## src/rtl/eth_helper_pkg.sv

```systemverilog
// Shared types and helpers for the Ethernet stream arbiter.
//   arb_state_t : arbiter FSM states (IDLE, GRANT)
//   SKID_DEPTH  : number of entries in the output skid buffer
//   MAX_SRC     : largest supported source count (sizes rr_pick arguments)
//   rr_pick     : index of the first requester at or after ptr, modulo num_src
package eth_helper_pkg;

    typedef enum logic {
        IDLE  = 1'b0,
        GRANT = 1'b1
    } arb_state_t;

    localparam int SKID_DEPTH = 2;
    localparam int MAX_SRC    = 8;

    function automatic logic [2:0] rr_pick(
        input logic [MAX_SRC-1:0] req,
        input logic [2:0]         ptr,
        input int                 num_src
    );
        logic [2:0] pick;
        logic       found;
        int         idx;
        pick  = '0;
        found = 1'b0;
        for (int i = 0; i < MAX_SRC; i++) begin
            if (i < num_src) begin
                // ptr < num_src and i < num_src, so one subtraction wraps it
                idx = int'(ptr) + i;
                if (idx >= num_src) idx = idx - num_src;
                if (!found && req[idx]) begin
                    pick  = 3'(idx);
                    found = 1'b1;
                end
            end
        end
        return pick;
    endfunction

endpackage

```

## src/rtl/eth_stream_arbiter_if.sv

```systemverilog
// Handshake bundle between the AXI-snoop source channels, the arbiter and
// the Ethernet TX AXI4-Stream sink.
//   src_valid/src_in_progress/src_last/src_data : per-source stream inputs
//   src_ready                                   : per-source grant/ready
//   m_axis_t*                                   : merged AXI4-Stream output
// Modport master is the arbiter (drives src_ready and m_axis); modport slave
// is the surrounding environment (sources plus downstream sink).
interface eth_stream_arbiter_if #(
    parameter int DATA_WIDTH = 128,
    parameter int NUM_SRC    = 5,
    parameter int DEST_WIDTH = $clog2(NUM_SRC)
);
    logic [NUM_SRC-1:0]            src_valid;
    logic [NUM_SRC-1:0]            src_in_progress;
    logic [NUM_SRC-1:0]            src_last;
    logic [NUM_SRC*DATA_WIDTH-1:0] src_data;
    logic [NUM_SRC-1:0]            src_ready;

    logic [DATA_WIDTH-1:0]         m_axis_tdata;
    logic                          m_axis_tvalid;
    logic                          m_axis_tlast;
    logic [DEST_WIDTH-1:0]         m_axis_tdest;
    logic                          m_axis_tready;

    modport master (
        input  src_valid, src_in_progress, src_last, src_data, m_axis_tready,
        output src_ready, m_axis_tdata, m_axis_tvalid, m_axis_tlast, m_axis_tdest
    );

    modport slave (
        output src_valid, src_in_progress, src_last, src_data, m_axis_tready,
        input  src_ready, m_axis_tdata, m_axis_tvalid, m_axis_tlast, m_axis_tdest
    );
endinterface

```

## src/rtl/eth_stream_skid_buf.sv

```systemverilog
// Two-entry registered skid buffer (FIFO). Output is always taken from a
// register, so a beat written in cycle n is presented in cycle n+1.
//   clk, reset          : clock, async active-high reset
//   in_valid/in_ready   : write side; in_ready = not full
//   in_data             : {data, last, dest} word
//   out_valid/out_ready : read side
//   out_data            : head entry
module eth_stream_skid_buf
    import eth_helper_pkg::*;
#(
    parameter int WIDTH = 132
) (
    input  logic             clk,
    input  logic             reset,
    input  logic             in_valid,
    output logic             in_ready,
    input  logic [WIDTH-1:0] in_data,
    output logic             out_valid,
    input  logic             out_ready,
    output logic [WIDTH-1:0] out_data
);
    logic [WIDTH-1:0] mem_q [SKID_DEPTH];
    logic [WIDTH-1:0] mem_d [SKID_DEPTH];
    logic             wr_ptr_q, wr_ptr_d;
    logic             rd_ptr_q, rd_ptr_d;
    logic [1:0]       count_q, count_d;
    logic             push, pop;

    assign in_ready  = (count_q != 2'(SKID_DEPTH));
    assign out_valid = (count_q != 2'd0);
    assign out_data  = mem_q[rd_ptr_q];
    assign push      = in_valid & in_ready;
    assign pop       = out_valid & out_ready;

    always_comb begin
        mem_d    = mem_q;
        wr_ptr_d = wr_ptr_q;
        rd_ptr_d = rd_ptr_q;
        count_d  = count_q;
        if (push) begin
            mem_d[wr_ptr_q] = in_data;
            wr_ptr_d        = ~wr_ptr_q;
        end
        if (pop) rd_ptr_d = ~rd_ptr_q;
        case ({push, pop})
            2'b10:   count_d = count_q + 2'd1;
            2'b01:   count_d = count_q - 2'd1;
            default: count_d = count_q;
        endcase
    end

    always_ff @(posedge clk or posedge reset) begin
        if (reset) begin
            for (int i = 0; i < SKID_DEPTH; i++) mem_q[i] <= '0;
            wr_ptr_q <= 1'b0;
            rd_ptr_q <= 1'b0;
            count_q  <= 2'd0;
        end else begin
            mem_q    <= mem_d;
            wr_ptr_q <= wr_ptr_d;
            rd_ptr_q <= rd_ptr_d;
            count_q  <= count_d;
        end
    end
endmodule

```

## src/rtl/eth_stream_arbiter.sv

```systemverilog
// Round-robin packet arbiter merging NUM_SRC AXI-snoop channel streams into
// one AXI4-Stream toward Ethernet TX. A grant is held for a whole packet.
//   clk, reset : clock, async active-high reset
//   bus        : eth_stream_arbiter_if.master (source streams + m_axis)
//   proto_err  : sticky flag for a source dropping in_progress mid-packet
//   pkt_count, beat_count : output packet/beat counters, present only when
//                           ETH_STREAM_ARB_STATS_EN is defined
//
// state | meaning
// IDLE  | no grant; pick next requester from rr_ptr
// GRANT | grant held until the granted source's last beat is accepted
module eth_stream_arbiter
    import eth_helper_pkg::*;
#(
    parameter int DATA_WIDTH = 128,
    parameter int NUM_SRC    = 5,
    parameter int DEST_WIDTH = $clog2(NUM_SRC)
) (
    input  logic                 clk,
    input  logic                 reset,
    eth_stream_arbiter_if.master bus,
    output logic                 proto_err
`ifdef ETH_STREAM_ARB_STATS_EN
    ,
    output logic [31:0]          pkt_count,
    output logic [31:0]          beat_count
`endif
);
    localparam int SKID_W = DATA_WIDTH + 1 + DEST_WIDTH;

    arb_state_t            state_q, state_d;
    logic [DEST_WIDTH-1:0] grant_q, grant_d;
    logic [DEST_WIDTH-1:0] rr_ptr_q, rr_ptr_d;
    logic                  started_q, started_d;
    logic                  proto_err_q, proto_err_d;

    logic                  sel_valid, sel_last, sel_in_prog;
    logic [DATA_WIDTH-1:0] sel_data;
    logic                  skid_in_ready, skid_out_valid, src_beat;
    logic [SKID_W-1:0]     skid_out_data;
    logic [DEST_WIDTH-1:0] grant_pick, rr_next;

    assign sel_valid   = bus.src_valid[grant_q];
    assign sel_last    = bus.src_last[grant_q];
    assign sel_in_prog = bus.src_in_progress[grant_q];
    assign sel_data    = bus.src_data[int'(grant_q)*DATA_WIDTH +: DATA_WIDTH];
    assign src_beat    = (state_q == GRANT) && sel_valid && skid_in_ready;
    assign grant_pick  = DEST_WIDTH'(rr_pick(MAX_SRC'(bus.src_valid), 3'(rr_ptr_q), NUM_SRC));
    assign rr_next     = (grant_q == DEST_WIDTH'(NUM_SRC - 1)) ? '0 : grant_q + 1'b1;

    always_comb begin
        bus.src_ready = '0;
        if (state_q == GRANT) bus.src_ready[grant_q] = skid_in_ready;
    end

    always_comb begin
        state_d     = state_q;
        grant_d     = grant_q;
        rr_ptr_d    = rr_ptr_q;
        started_d   = started_q;
        proto_err_d = proto_err_q;
        case (state_q)
            IDLE: begin
                if (|bus.src_valid) begin
                    grant_d   = grant_pick;
                    started_d = 1'b0;
                    state_d   = GRANT;
                end
            end
            GRANT: begin
                if (src_beat) begin
                    started_d = 1'b1;
                    if (sel_last) begin
                        rr_ptr_d = rr_next;
                        state_d  = IDLE;
                    end
                end
                // Only judged once the packet has started; the beat carrying
                // last may legitimately arrive with in_progress already low.
                if (started_q && !sel_in_prog && !(src_beat && sel_last)) proto_err_d = 1'b1;
                if (started_q && !sel_valid && !sel_in_prog) proto_err_d = 1'b1;
            end
            default: state_d = IDLE;
        endcase
    end

    always_ff @(posedge clk or posedge reset) begin
        if (reset) begin
            state_q     <= IDLE;
            grant_q     <= '0;
            rr_ptr_q    <= '0;
            started_q   <= 1'b0;
            proto_err_q <= 1'b0;
        end else begin
            state_q     <= state_d;
            grant_q     <= grant_d;
            rr_ptr_q    <= rr_ptr_d;
            started_q   <= started_d;
            proto_err_q <= proto_err_d;
        end
    end

    assign proto_err = proto_err_q;

    eth_stream_skid_buf #(.WIDTH(SKID_W)) u_skid (
        .clk       (clk),
        .reset     (reset),
        .in_valid  (src_beat),
        .in_ready  (skid_in_ready),
        .in_data   ({sel_data, sel_last, grant_q}),
        .out_valid (skid_out_valid),
        .out_ready (bus.m_axis_tready),
        .out_data  (skid_out_data)
    );

    assign bus.m_axis_tvalid = skid_out_valid;
    assign {bus.m_axis_tdata, bus.m_axis_tlast, bus.m_axis_tdest} = skid_out_data;

`ifdef ETH_STREAM_ARB_STATS_EN
    logic        out_xfer;
    logic [31:0] pkt_count_q, pkt_count_d;
    logic [31:0] beat_count_q, beat_count_d;

    assign out_xfer = skid_out_valid & bus.m_axis_tready;

    always_comb begin
        pkt_count_d  = pkt_count_q;
        beat_count_d = beat_count_q;
        if (out_xfer) begin
            beat_count_d = beat_count_q + 32'd1;
            if (bus.m_axis_tlast) pkt_count_d = pkt_count_q + 32'd1;
        end
    end

    always_ff @(posedge clk or posedge reset) begin
        if (reset) begin
            pkt_count_q  <= '0;
            beat_count_q <= '0;
        end else begin
            pkt_count_q  <= pkt_count_d;
            beat_count_q <= beat_count_d;
        end
    end

    assign pkt_count  = pkt_count_q;
    assign beat_count = beat_count_q;
`endif
endmodule

```

## src/flat_wrapper.sv

```systemverilog
// flat-port wrapper written by rule: the top's interface ports become plain ports
module eth_stream_arbiter_flat import eth_helper_pkg::*;
#(
    parameter int DATA_WIDTH = 128,
    parameter int NUM_SRC    = 5,
    parameter int DEST_WIDTH = $clog2(NUM_SRC)
)
  (clk, reset, proto_err, bus_src_valid, bus_src_in_progress, bus_src_last, bus_src_data, bus_m_axis_tready, bus_src_ready, bus_m_axis_tdata, bus_m_axis_tvalid, bus_m_axis_tlast, bus_m_axis_tdest);
  eth_stream_arbiter_if #(.DATA_WIDTH(DATA_WIDTH), .NUM_SRC(NUM_SRC), .DEST_WIDTH(DEST_WIDTH)) bus_i ();
  input  logic clk;
  input  logic reset;
  output logic proto_err;
  input wire logic [$bits(bus_i.src_valid)-1:0] bus_src_valid;
  input wire logic [$bits(bus_i.src_in_progress)-1:0] bus_src_in_progress;
  input wire logic [$bits(bus_i.src_last)-1:0] bus_src_last;
  input wire logic [$bits(bus_i.src_data)-1:0] bus_src_data;
  input wire logic [$bits(bus_i.m_axis_tready)-1:0] bus_m_axis_tready;
  output wire logic [$bits(bus_i.src_ready)-1:0] bus_src_ready;
  output wire logic [$bits(bus_i.m_axis_tdata)-1:0] bus_m_axis_tdata;
  output wire logic [$bits(bus_i.m_axis_tvalid)-1:0] bus_m_axis_tvalid;
  output wire logic [$bits(bus_i.m_axis_tlast)-1:0] bus_m_axis_tlast;
  output wire logic [$bits(bus_i.m_axis_tdest)-1:0] bus_m_axis_tdest;
  assign bus_i.src_valid = bus_src_valid;
  assign bus_i.src_in_progress = bus_src_in_progress;
  assign bus_i.src_last = bus_src_last;
  assign bus_i.src_data = bus_src_data;
  assign bus_i.m_axis_tready = bus_m_axis_tready;
  assign bus_src_ready = bus_i.src_ready;
  assign bus_m_axis_tdata = bus_i.m_axis_tdata;
  assign bus_m_axis_tvalid = bus_i.m_axis_tvalid;
  assign bus_m_axis_tlast = bus_i.m_axis_tlast;
  assign bus_m_axis_tdest = bus_i.m_axis_tdest;
  eth_stream_arbiter #(.DATA_WIDTH(DATA_WIDTH), .NUM_SRC(NUM_SRC), .DEST_WIDTH(DEST_WIDTH)) u_core (.clk(clk), .reset(reset), .bus(bus_i), .proto_err(proto_err));
endmodule
```

## config.mk

```make
export PLATFORM = sky130hd
export DESIGN_NAME = eth_stream_arbiter_flat
export DESIGN_NICKNAME = d
export VERILOG_FILES = /design/src/rtl/eth_helper_pkg.sv /design/src/rtl/eth_stream_arbiter_if.sv /design/src/rtl/eth_stream_skid_buf.sv /design/src/rtl/eth_stream_arbiter.sv /design/src/flat_wrapper.sv
export SDC_FILE = /design/constraint.sdc
export NUM_CORES = 1
export LEC_CHECK = 0
export ABC_CLOCK_PERIOD_IN_PS = 17000
export CAP_MARGIN = 25
export CORE_AREA = 8 8 308 310
export DETAILED_ROUTE_END_ITERATION = 8
export DIE_AREA = 0 0 316 318
export HOLD_SLACK_MARGIN = 0.08
export PLACE_DENSITY = 0.5
export SYNTH_ARGS = -nofsm -noshare
export SYNTH_HDL_FRONTEND = slang
export SYNTH_SLANG_ARGS = --single-unit
export TNS_END_PERCENT = 100
```

## constraint.sdc

```tcl
create_clock -name clk -period 17 [get_ports clk]
set_input_delay 2.55 -clock clk [delete_from_list [all_inputs] [get_ports clk]]
set_output_delay 2.55 -clock clk [all_outputs]
set_load 0.03 [all_outputs]
```

==> results of run 1 <==
==> routing by layer <==
metal | global-route usage (%) | wire, um | up-vias
met1 | 18.86 | 33650 | 8315
met5 | 0 | 35 | -
li1 | - | - | 7725
met2 | 27.90 | 41740 | 652
met4 | 5.051 | 2523 | 6
met3 | 4.223 | 6667 | 100
==> synthesized netlist by cell type, types with 6 or more instances <==
library cell | number | share of area (%)
a31oi_1 | 51 | 1.8
a21o_1 | 8 | 0.34
o21ai_0 | 12 | 0.34
a211oi_1 | 6 | 0.25
mux4_2 | 51 | 6.5
o22ai_1 | 82 | 2.9
mux2_1 | 125 | 8.0
xnor2_1 | 10 | 0.50
nand2_1 | 21 | 0.45
a21oi_1 | 188 | 5.3
nor2_1 | 197 | 4.2
inv_1 | 14 | 0.30
buf_1 | 10 | 0.21
mux2_2 | 178 | 11
buf_2 | 54 | 1.5
dfrtp_1 | 277 | 39
nor2b_1 | 59 | 2.1
ha_1 | 12 | 0.85
mux2i_1 | 87 | 4.9
a22oi_1 | 81 | 3.4
nand2b_1 | 6 | 0.21
nand3_1 | 6 | 0.17
clkbuf_1 | 91 | 1.9
==> flip-flops by register name, summed over array words and instances, names as in the netlist, 2 cells and up <==
register / count
u_core.u_skid.mem_q: 264
u_core.rr_ptr_q: 3
u_core.grant_q: 3
u_core.u_skid.count_q: 2
==> per-stage QoR <==
stage | std cells | instance area, sq um | setup slack (ns) | power, mW
after CTS | 3597 | 28030 | 10.24 | 5.365
after global placement | 3533 | 26700 | 10.84 | 4.423
after detailed placement | 3533 | 26700 | 10.84 | 4.477
final | 3603 | 28120 | 10.43 | 5.285
after global routing | 3602 | 28110 | 10.10 | 5.639
after floorplan | 1692 | 17660 | 6.813 | 3.214
==> critical path, cell delays in order (launching register included) <==
cell             delay, ns
dfrtp_4               0.78
buf_4                 0.65
inv_2                 0.46
buf_4                 0.40
nor4_1                0.33
clkdlybuf4s50_1       0.72
==> placed cells by master, fill, tap and decap left out, types with 5 or more instances in the layout <==
master	count
a2111oi_0	5
a211oi_1	6
a21o_1	8
a21oi_1	188
a22oi_1	81
a31oi_1	51
buf_4	26
bufinv_16	8
clkbuf_16	37
clkbuf_8	7
clkdlybuf4s50_1	796
clkinv_2	7
dfrtp_1	273
ha_1	12
inv_1	13
mux2_1	125
mux2_2	178
mux2i_1	87
mux4_2	51
nand2_1	21
nand2b_1	6
nand3_1	6
nor2_1	195
nor2b_1	56
nor3_1	5
nor4_1	5
o21ai_0	12
o22ai_1	82
xnor2_1	10
==> worst max path at each step <==
stage	end	from	cells after the start	slack (ns)
global route	bus_src_ready[1]	u_core.grant_q[0]	5	10.10
floorplan	u_core.grant_q[0]	reset	1	6.81
global placement	bus_src_ready[3]	u_core.grant_q[0]	5	10.84
finish	bus_src_ready[1]	u_core.grant_q[0]	5	10.43
CTS	bus_src_ready[3]	u_core.grant_q[0]	5	10.24
detailed placement	bus_src_ready[3]	u_core.grant_q[0]	5	10.84
==> layout make-up <==
class | instances | area (sq um)
antenna | 3 | 7.507
sequential | 277 | 6947
tap | 1176 | 1471
inverter | 16 | 67.56
multi-input combinational | 1242 | 10050
clock inverter | 16 | 286.5
fill | 9107 | 61480
clock buffer | 48 | 1037
timing repair buffer | 825 | 8245
==> report_power, final <==
group / switching, mW / total (mW) / leakage [nW] / internal (mW)
registers: 0.195 / 1.15 / 3.40 / 0.957
clock network: 0.299 / 0.848 / 0.658 / 0.550
logic: 1.87 / 3.28 / 7.16 / 1.41
total: 2.37 / 5.28 / 11.2 / 2.92
==> cell families after synthesis <==
logic type               count (synthesis)
AO/OA/AOI/OAI                          458
multiplexers                           442
AND/OR/NAND/NOR                        318
flip-flops                             277
buffers and inverters                  173
adder cells (fa/ha/maj)                 13
XOR/XNOR                                11
==> flow_metrics.env, run 1 <==
export IMPL_ant_nets=0
export IMPL_ys_ff_latch=277
export IMPL_cts_max_path_buffers=3
export IMPL_wl_per_cell_um=23.48
export IMPL_finalHoldViolCount=0
export IMPL_r2r_cells=10
export IMPL_p_per_area_nw_per_um2=188.0
export IMPL_rsz0062_at_grt="no"
export IMPL_ir_drop_mv=0.08133
export IMPL_synth_compound_area_share_pct=16.13
export IMPL_clock_skew_ns=0.01838
export IMPL_clock_latency_ns=0.53
export IMPL_async_reset_ff_share_pct=100.0
export IMPL_min_period_ns=6.567
export IMPL_core_area_sq_um=89600
export IMPL_status="complete, no violations"
export IMPL_vias_per_cell=4.662
export IMPL_rrSetupSlack_ns=12.61
export IMPL_yosys_area_share_simple_pct=8.188
export IMPL_timing_hold_worst_class="reg2reg"
export IMPL_numCtsBuffers=36
export IMPL_grt_max_degree=103
export IMPL_globalRouteOverflowTotal=0
export IMPL_tritoncts="yes"
export IMPL_htree_levels=2
export IMPL_post_cts_buffers=0
export IMPL_ys_seq_area_share_pct=39.24
export IMPL_worstMarginPinSlew_ns=1.058
export IMPL_drt_total_wl_mm=84.61
export IMPL_dr_pass1_iters=6
export IMPL_whs_path_depth=1
export IMPL_synth_cells=1692
export IMPL_clock_sinks=277
export IMPL_muxShareOfSynthArea_pct=30.83
export IMPL_hold_path_startpoint="u_core.u_skid.mem_q[93]"
export IMPL_required_ns=14.45
export IMPL_synth_flop_cell="dfrtp_1"
export IMPL_setup_tns_ns=0
export IMPL_die_x_um=316
export IMPL_antenna_found_initial=6
export IMPL_startpoint_type="register"
export IMPL_drt_iter0_drc=942
export IMPL_track_usage_pct=15.96
export IMPL_place_detailed_hpwl_mm=66.35
export IMPL_period_share_pct=38.63
export IMPL_maxSlewViolCount=0
export IMPL_grt_pass1_wl_mm=122.6
export IMPL_crit_arrival_ns=4.02
export IMPL_power_leakage_nw=11.22
export IMPL_holdPathEnd="u_core.u_skid.mem_q[93]"
export IMPL_synth_yosys_warnings=0
export IMPL_reg2reg_to="u_core.u_skid.mem_q[161]"
export IMPL_syn_num_nets=2363
export IMPL_synth_area_sq_um=17660
export IMPL_setup_viol_count_final=0
export IMPL_endpoint_kind="output port"
export IMPL_start_util_pct=19.72
export IMPL_areaGrowthSynthToFinish_pct=59.17
export IMPL_cts_resized=0
export IMPL_synth_enable_flop_cells=0
export IMPL_vias=16800
export IMPL_io_buffers=796
export IMPL_slew_headroom_pct=29.50
export IMPL_yosys_area_share_xor_xnor_pct=0.5454
export IMPL_clk_pin_slew_worst_paths_ns=0.06
export IMPL_die_area_sq_um=100500
export IMPL_synth_top_family_by_area="multiplexers"
export IMPL_place_gp_congestion=0.9339
export IMPL_avgSynthCellArea_sq_um=10.44
export IMPL_ys_types=60
export IMPL_grt_pass1_vias=18250
export IMPL_layout_nets=3069
export IMPL_synthAdderAreaFrac_pct=0.9633
export IMPL_r2r_start="u_core.grant_q[0]"
export IMPL_fin_util_pct=31.38
export IMPL_hold_slack_ns=0.4791
export IMPL_io_pins=797
export IMPL_max_freq_mhz=152.3
export IMPL_die_h_um=318
export IMPL_drive_gt1_share_pct=14.07
export IMPL_drc_errors=0
export IMPL_hold_buffers=0
export IMPL_drv_cap=0
export IMPL_crit_type="reg2out"
export IMPL_crit_fanout=42
export IMPL_rows=110
export IMPL_cts_root_buf="clkbuf_16"
Power figures use the tool's default switching activity.
==> inputs of run 2 (changes only) <==
Settings changed: ABC_CLOCK_PERIOD_IN_PS 17000 to 6300.
Clock period 17 ns to 6.3 ns, I/O delays scaled along.
==> run 2 against run 1 <==
Against the previous run:
- the run now ends with max-slew violations left
- clock power is 130% higher
- global-route usage fell by 0.25 points
- critical path type unchanged
- via count down 0.79%
- clock skew decreased by 0.0068 ns
==> flow_metrics.env, run 2 (same netlist as run 1, synthesis figures left out) <==
export IMPL_ant_nets=0
export IMPL_cts_resized=0
export IMPL_drc_errors=0
export IMPL_status="finished with violations"
export IMPL_endpoint_kind="output port"
export IMPL_cp_depth=3
export IMPL_maxSlewViolCount=5
export IMPL_crit_fanout=56
export IMPL_io_buffers=796
export IMPL_post_cts_buffers=0
export IMPL_grt_max_degree=182
export IMPL_place_gp_congestion=0.9341
export IMPL_finalHoldViolCount=0
export IMPL_final_cell_count_no_fill=3598
export IMPL_wl_met3_mm=6.577
export IMPL_drv_cap=0
export IMPL_rows=110
export IMPL_grt_pass1_wl_mm=121.3
export IMPL_die_area_sq_um=100500
export IMPL_place_detailed_hpwl_mm=65.09
export IMPL_crit_type="reg2out"
export IMPL_vias=16670
export IMPL_crit_family="buffers and inverters"
export IMPL_placedCellCount=3530
export IMPL_cts_max_path_buffers=3
export IMPL_start_util_pct=19.72
export IMPL_ir_drop_mv=0.4466
export IMPL_setup_viol_count_final=0
export IMPL_period_share_pct=65.43
export IMPL_max_freq_mhz=242.6
export IMPL_min_period_ns=4.122
export IMPL_dr_pass1_iters=5
export IMPL_drt_iter0_drc=910
export IMPL_clk_pin_slew_worst_paths_ns=0.05
export IMPL_r2r_cells=8
export IMPL_io_pins=797
export IMPL_cp_cell_sequence="buf_4, and3_1, clkdlybuf4s50_1"
export IMPL_wl_per_cell_um=23.16
export IMPL_slowest_stage="dfrtp_4"
export IMPL_final_cell_mix="796 x clkdlybuf4s50_1, 273 x dfrtp_1, 195 x nor2_1"
export IMPL_crit_arrival_ns=3.18
export IMPL_timing_hold_worst_class="reg2reg"
export IMPL_startpoint_type="register"
export IMPL_clock_skew_ns=0.01159
export IMPL_drt_total_wl_mm=83.32
export IMPL_p_per_area_nw_per_um2=497.7
export IMPL_cts_root_buf="clkbuf_16"
export IMPL_hold_buffers=0
export IMPL_setup_tns_ns=0
export IMPL_clock_latency_ns=0.53
export IMPL_tritoncts="yes"
export IMPL_violations="max-slew violations"
export IMPL_die_x_um=316
export IMPL_areaGrowthSynthToFinish_pct=57.83
export IMPL_slowest_delay_ns=0.83
export IMPL_slew_headroom_pct=-0.08000
export IMPL_clock_sinks=277
export IMPL_die_h_um=318
export IMPL_routed_top_layer="met4"
export IMPL_vias_per_cell=4.632
export IMPL_globalRouteOverflowTotal=0
export IMPL_required_ns=5.35
export IMPL_core_area_sq_um=89600
export IMPL_wl_met1_mm=32.76
export IMPL_grt_pass1_vias=18170
export IMPL_layout_nets=3062
export IMPL_largest_register_ffs=264
export IMPL_met2_length_mm=41.49
export IMPL_top_regs="u_core.u_skid.mem_q: 264 flops, u_core.grant_q: 3 flops, u_core.rr_ptr_q: 3 flops"
export IMPL_whs_path_depth=1
export IMPL_top_register="u_core.u_skid.mem_q"
export IMPL_cp_num_buf_inv=2
export IMPL_layout_commonest_cell="clkdlybuf4s50_1"
export IMPL_drive_gt1_share_pct=13.61
export IMPL_track_usage_pct=15.70
export IMPL_htree_levels=2
export IMPL_numCtsBuffers=35
export IMPL_worstMarginPinSlew_ns=1.501
export IMPL_rsz0062_at_grt="no"
export IMPL_antenna_found_initial=7
export IMPL_power_leakage_nw=11.09
[run 2: cell count changes in the layout (fill, tap and decap cells not counted), sizes merged]
cell / previous run / this run
clkbuf: 48 / 52
inv: 17 / 16
clkinvlp: 0 / 1
diode: 3 / 5
buf: 29 / 23
bufinv: 8 / 1
clkinv: 7 / 9
[run 2: worst paths after layout]
check	slack (ns)	end	from
hold / removal	0.48	u_core.u_skid.mem_q[197]	u_core.u_skid.mem_q[197]
hold reg to reg	0.48	u_core.u_skid.mem_q[197]	u_core.u_skid.mem_q[197]
min in group asynchronous	0.91	u_core.u_skid.mem_q[49]	reset
max in group asynchronous	4.41	u_core.u_skid.mem_q[236]	reset
setup / recovery	2.18	bus_src_ready[4]	u_core.grant_q[2]
setup reg to reg	2.30	u_core.u_skid.mem_q[212]	u_core.grant_q[2]
[run 2: power by group]
part / switching, mW / internal, mW / total, mW / leakage (nW)
logic: 4.96 / 3.79 / 8.74 / 7.12
registers: 0.585 / 2.58 / 3.17 / 3.40
clock network: 0.787 / 1.18 / 1.96 / 0.562
total: 6.33 / 7.55 / 13.9 / 11.1
[run 2: area by class of cell]
| type | instances | area, sq um |
|---|---|---|
| Sequential cell | 277 | 6947 |
| Clock inverter | 11 | 98.84 |
| Tap cell | 1176 | 1471 |
| Inverter | 16 | 63.81 |
| Fill cell | 9153 | 61720 |
| Clock buffer | 52 | 1031 |
| Multi-Input combinational cell | 1242 | 10050 |
| Antenna cell | 5 | 12.51 |
| Timing Repair Buffer | 819 | 8203 |
[run 2: metrics by stage]
step / total power, mW / setup WS, ns / hold slack, ns / area [sq um] / util (%)
4_1_cts: 14.12 / 1.972 / 0.4822 / 27870 / 31.10
2_1_floorplan: 8.675 / 1.690 / 0.4464 / 17670 / -
5_1_grt: 14.83 / 1.953 / 0.4959 / 27880 / 31.11
3_3_place_gp: 11.91 / 2.351 / 0.4617 / 26740 / 29.84
3_5_place_dp: 12.03 / 2.310 / 0.4685 / 26740 / 29.84
6_report: 13.88 / 2.178 / 0.4789 / 27880 / 31.12
[run 2: layer usage]
| metal | vias to the layer above | GRT usage, % |
|---|---|---|
| li1 | 7709 | - |
| met4 | 0 | 5.276 |
| met1 | 8224 | 18.18 |
| met5 | - | 0 |
| met3 | 99 | 4.295 |
| met2 | 633 | 27.68 |
==> inputs of run 3 (changes only) <==
Settings changed: ABC_CLOCK_PERIOD_IN_PS 6300 to 3900.
Clock period 6.3 ns to 3.9 ns, I/O delays scaled along.
==> run 3 against run 2 <==
Against the previous run:
- largest cell class unchanged
- sequential cell count unchanged
- sequential power up 59%
- clock-buffer cell count up 1
- largest power group unchanged
- register-to-register slack worse by 1.7 ns
- the run now ends clean
- combinational power up 65%
- die area unchanged
==> flow_metrics.env, run 3 (same netlist as run 1, synthesis figures left out) <==
export IMPL_status="complete, no violations"
export IMPL_drive_gt1_share_pct=14.40
export IMPL_maxSlewViolCount=0
export IMPL_grt_pass1_wl_mm=122.9
export IMPL_wl_met3_mm=5.840
export IMPL_globalRouteOverflowTotal=0
export IMPL_drt_total_wl_mm=84.21
export IMPL_drt_iter0_drc=842
export IMPL_vias_per_cell=4.638
export IMPL_die_area_sq_um=100500
export IMPL_post_cts_buffers=0
export IMPL_multi_input_area_sq_um=10050
export IMPL_numCtsBuffers=35
export IMPL_routed_top_layer="met5"
export IMPL_cp_num_buf_inv=3
export IMPL_core_area_sq_um=89600
export IMPL_htree_levels=2
export IMPL_min_period_ns=3.415
export IMPL_clock_skew_ns=0.01632
export IMPL_layout_nets=3088
export IMPL_io_buffers=796
export IMPL_hold_buffers=0
export IMPL_top_register="u_core.u_skid.mem_q"
export IMPL_wl_met1_mm=34.01
export IMPL_io_pins=797
export IMPL_cp_cell_sequence="buf_12, buf_4, mux2_2, clkdlybuf4s50_1"
export IMPL_areaGrowthSynthToFinish_pct=59.40
export IMPL_grt_pass1_vias=18450
export IMPL_ir_drop_mv=0.4045
export IMPL_drc_errors=0
export IMPL_fin_util_pct=31.43
export IMPL_crit_family="buffers and inverters"
export IMPL_rsz0062_at_grt="no"
export IMPL_worstMarginPinSlew_ns=0.9236
export IMPL_fill_cells=9125
export IMPL_place_detailed_hpwl_mm=66.77
export IMPL_slowest_delay_ns=0.69
export IMPL_drv_cap=0
export IMPL_ant_nets=0
export IMPL_cts_root_buf="clkbuf_16"
export IMPL_layout_commonest_cell="clkdlybuf4s50_1"
export IMPL_cp_startpoint="u_core.u_skid.rd_ptr_q"
export IMPL_vias=16800
export IMPL_area_sequential_sq_um=6947
export IMPL_met2_length_mm=42.10
export IMPL_hold_path_startpoint="u_core.u_skid.mem_q[106]"
export IMPL_r2r_start="u_core.rr_ptr_q[1]"
export IMPL_grt_max_degree=100
export IMPL_cts_max_path_buffers=3
export IMPL_top_regs="u_core.u_skid.mem_q: 264 flops, u_core.grant_q: 3 flops, u_core.rr_ptr_q: 3 flops"
export IMPL_crit_fanout=35
export IMPL_setup_viol_count_final=0
export IMPL_clock_sinks=277
export IMPL_finalHoldViolCount=0
export IMPL_dr_pass1_iters=5
export IMPL_power_leakage_nw=11.24
export IMPL_start_util_pct=19.72
export IMPL_period_share_pct=87.57
export IMPL_p_per_area_nw_per_um2=802.5
export IMPL_endpoint_kind="output port"
export IMPL_finalWorstSetupSlack_ns=0.4847
export IMPL_final_cell_mix="796 x clkdlybuf4s50_1, 273 x dfrtp_1, 195 x nor2_1"
export IMPL_largest_register_ffs=264
export IMPL_place_gp_congestion=0.9146
export IMPL_dp_slack_ns=0.6336
export IMPL_required_ns=3.31
export IMPL_wl_per_cell_um=23.24
export IMPL_timing_hold_worst_class="reg2reg"
export IMPL_crit_type="reg2out"
export IMPL_crit_arrival_ns=2.83
export IMPL_die_x_um=316
export IMPL_tritoncts="yes"
export IMPL_slew_headroom_pct=38.28
export IMPL_track_usage_pct=15.94
export IMPL_clk_pin_slew_worst_paths_ns=0.06
export IMPL_antenna_found_initial=5
export IMPL_rows=110
export IMPL_startpoint_type="register"
export IMPL_max_freq_mhz=292.8
export IMPL_clock_latency_ns=0.53
export IMPL_cts_resized=0
export IMPL_die_h_um=318
export IMPL_slowest_stage="dfrtp_4"
==> run 3: cell types whose count changed in the layout (fill, tap and decap cells not counted) <==
cell and change:
clkbuf_8 -3, inv_6 +1, buf_4 +17, clkinv_4 -1, buf_12 +9, diode_2 -2, clkbuf_1 +4
==> run 3: worst register-to-register path: cells and delay by family, from the launching register on <==
family / cells / cell delay (ns)
adder cells (fa/ha/maj): 1 / 0.65
AO/OA/AOI/OAI: 3 / 0.78
multiplexers: 1 / 0.33
AND/OR/NAND/NOR: 3 / 0.68
flip-flops: 1 / 0.65
buffers and inverters: 1 / 0.12
==> run 3: report_power, final <==
| part | internal [mW] | leakage (nW) | switching (mW) | total [mW] |
|---|---|---|---|---|
| Clock | 1.86 | 0.545 | 1.27 | 3.12 |
| Combinational | 6.27 | 7.29 | 8.15 | 14.4 |
| Sequential | 4.17 | 3.40 | 0.874 | 5.05 |
==> run 3: final timing paths <==
check / end / slack [ns] / cells past startpoint
setup / recovery: bus_m_axis_tdata[82] / 0.48 / 4
hold / removal: u_core.u_skid.mem_q[106] / 0.48 / 1
setup reg to reg: u_core.grant_q[2] / 0.58 / 9
hold reg to reg: u_core.u_skid.mem_q[106] / 0.48 / 1
max in group asynchronous: u_core.u_skid.mem_q[223] / 2.39 / 4
min in group asynchronous: u_core.u_skid.mem_q[202] / 0.53 / 2
==> run 3: layer usage <==
layer | up-vias | global-route usage (%)
met4 | 2 | 4.847
met3 | 101 | 3.801
met2 | 664 | 28.22
li1 | 7757 | -
met1 | 8280 | 18.90
met5 | - | 0
==> run 3: stage by stage <==
stage	power, mW	cells	area (sq um)	hold WS [ns]	setup TNS [ns]
global placement	19.51	3556	27050	0.4612	0
floorplan	14.01	1692	17670	0.4464	-97.05
global route	24.16	3622	28150	0.4976	0
detailed placement	19.73	3556	27050	0.4684	0
finish	22.60	3623	28160	0.4787	0
CTS	23.03	3620	28150	0.4812	0
==> run 3: area by class of cell <==
class                           instances  area share, %
Clock buffer                           53          3.568
Sequential cell                       277          24.67
Inverter                               16         0.2266
Antenna cell                            3        0.02666
Timing Repair Buffer                  845          30.23
Multi-Input combinational cell       1242          35.70
Clock inverter                         11         0.3510
Tap cell                             1176          5.226
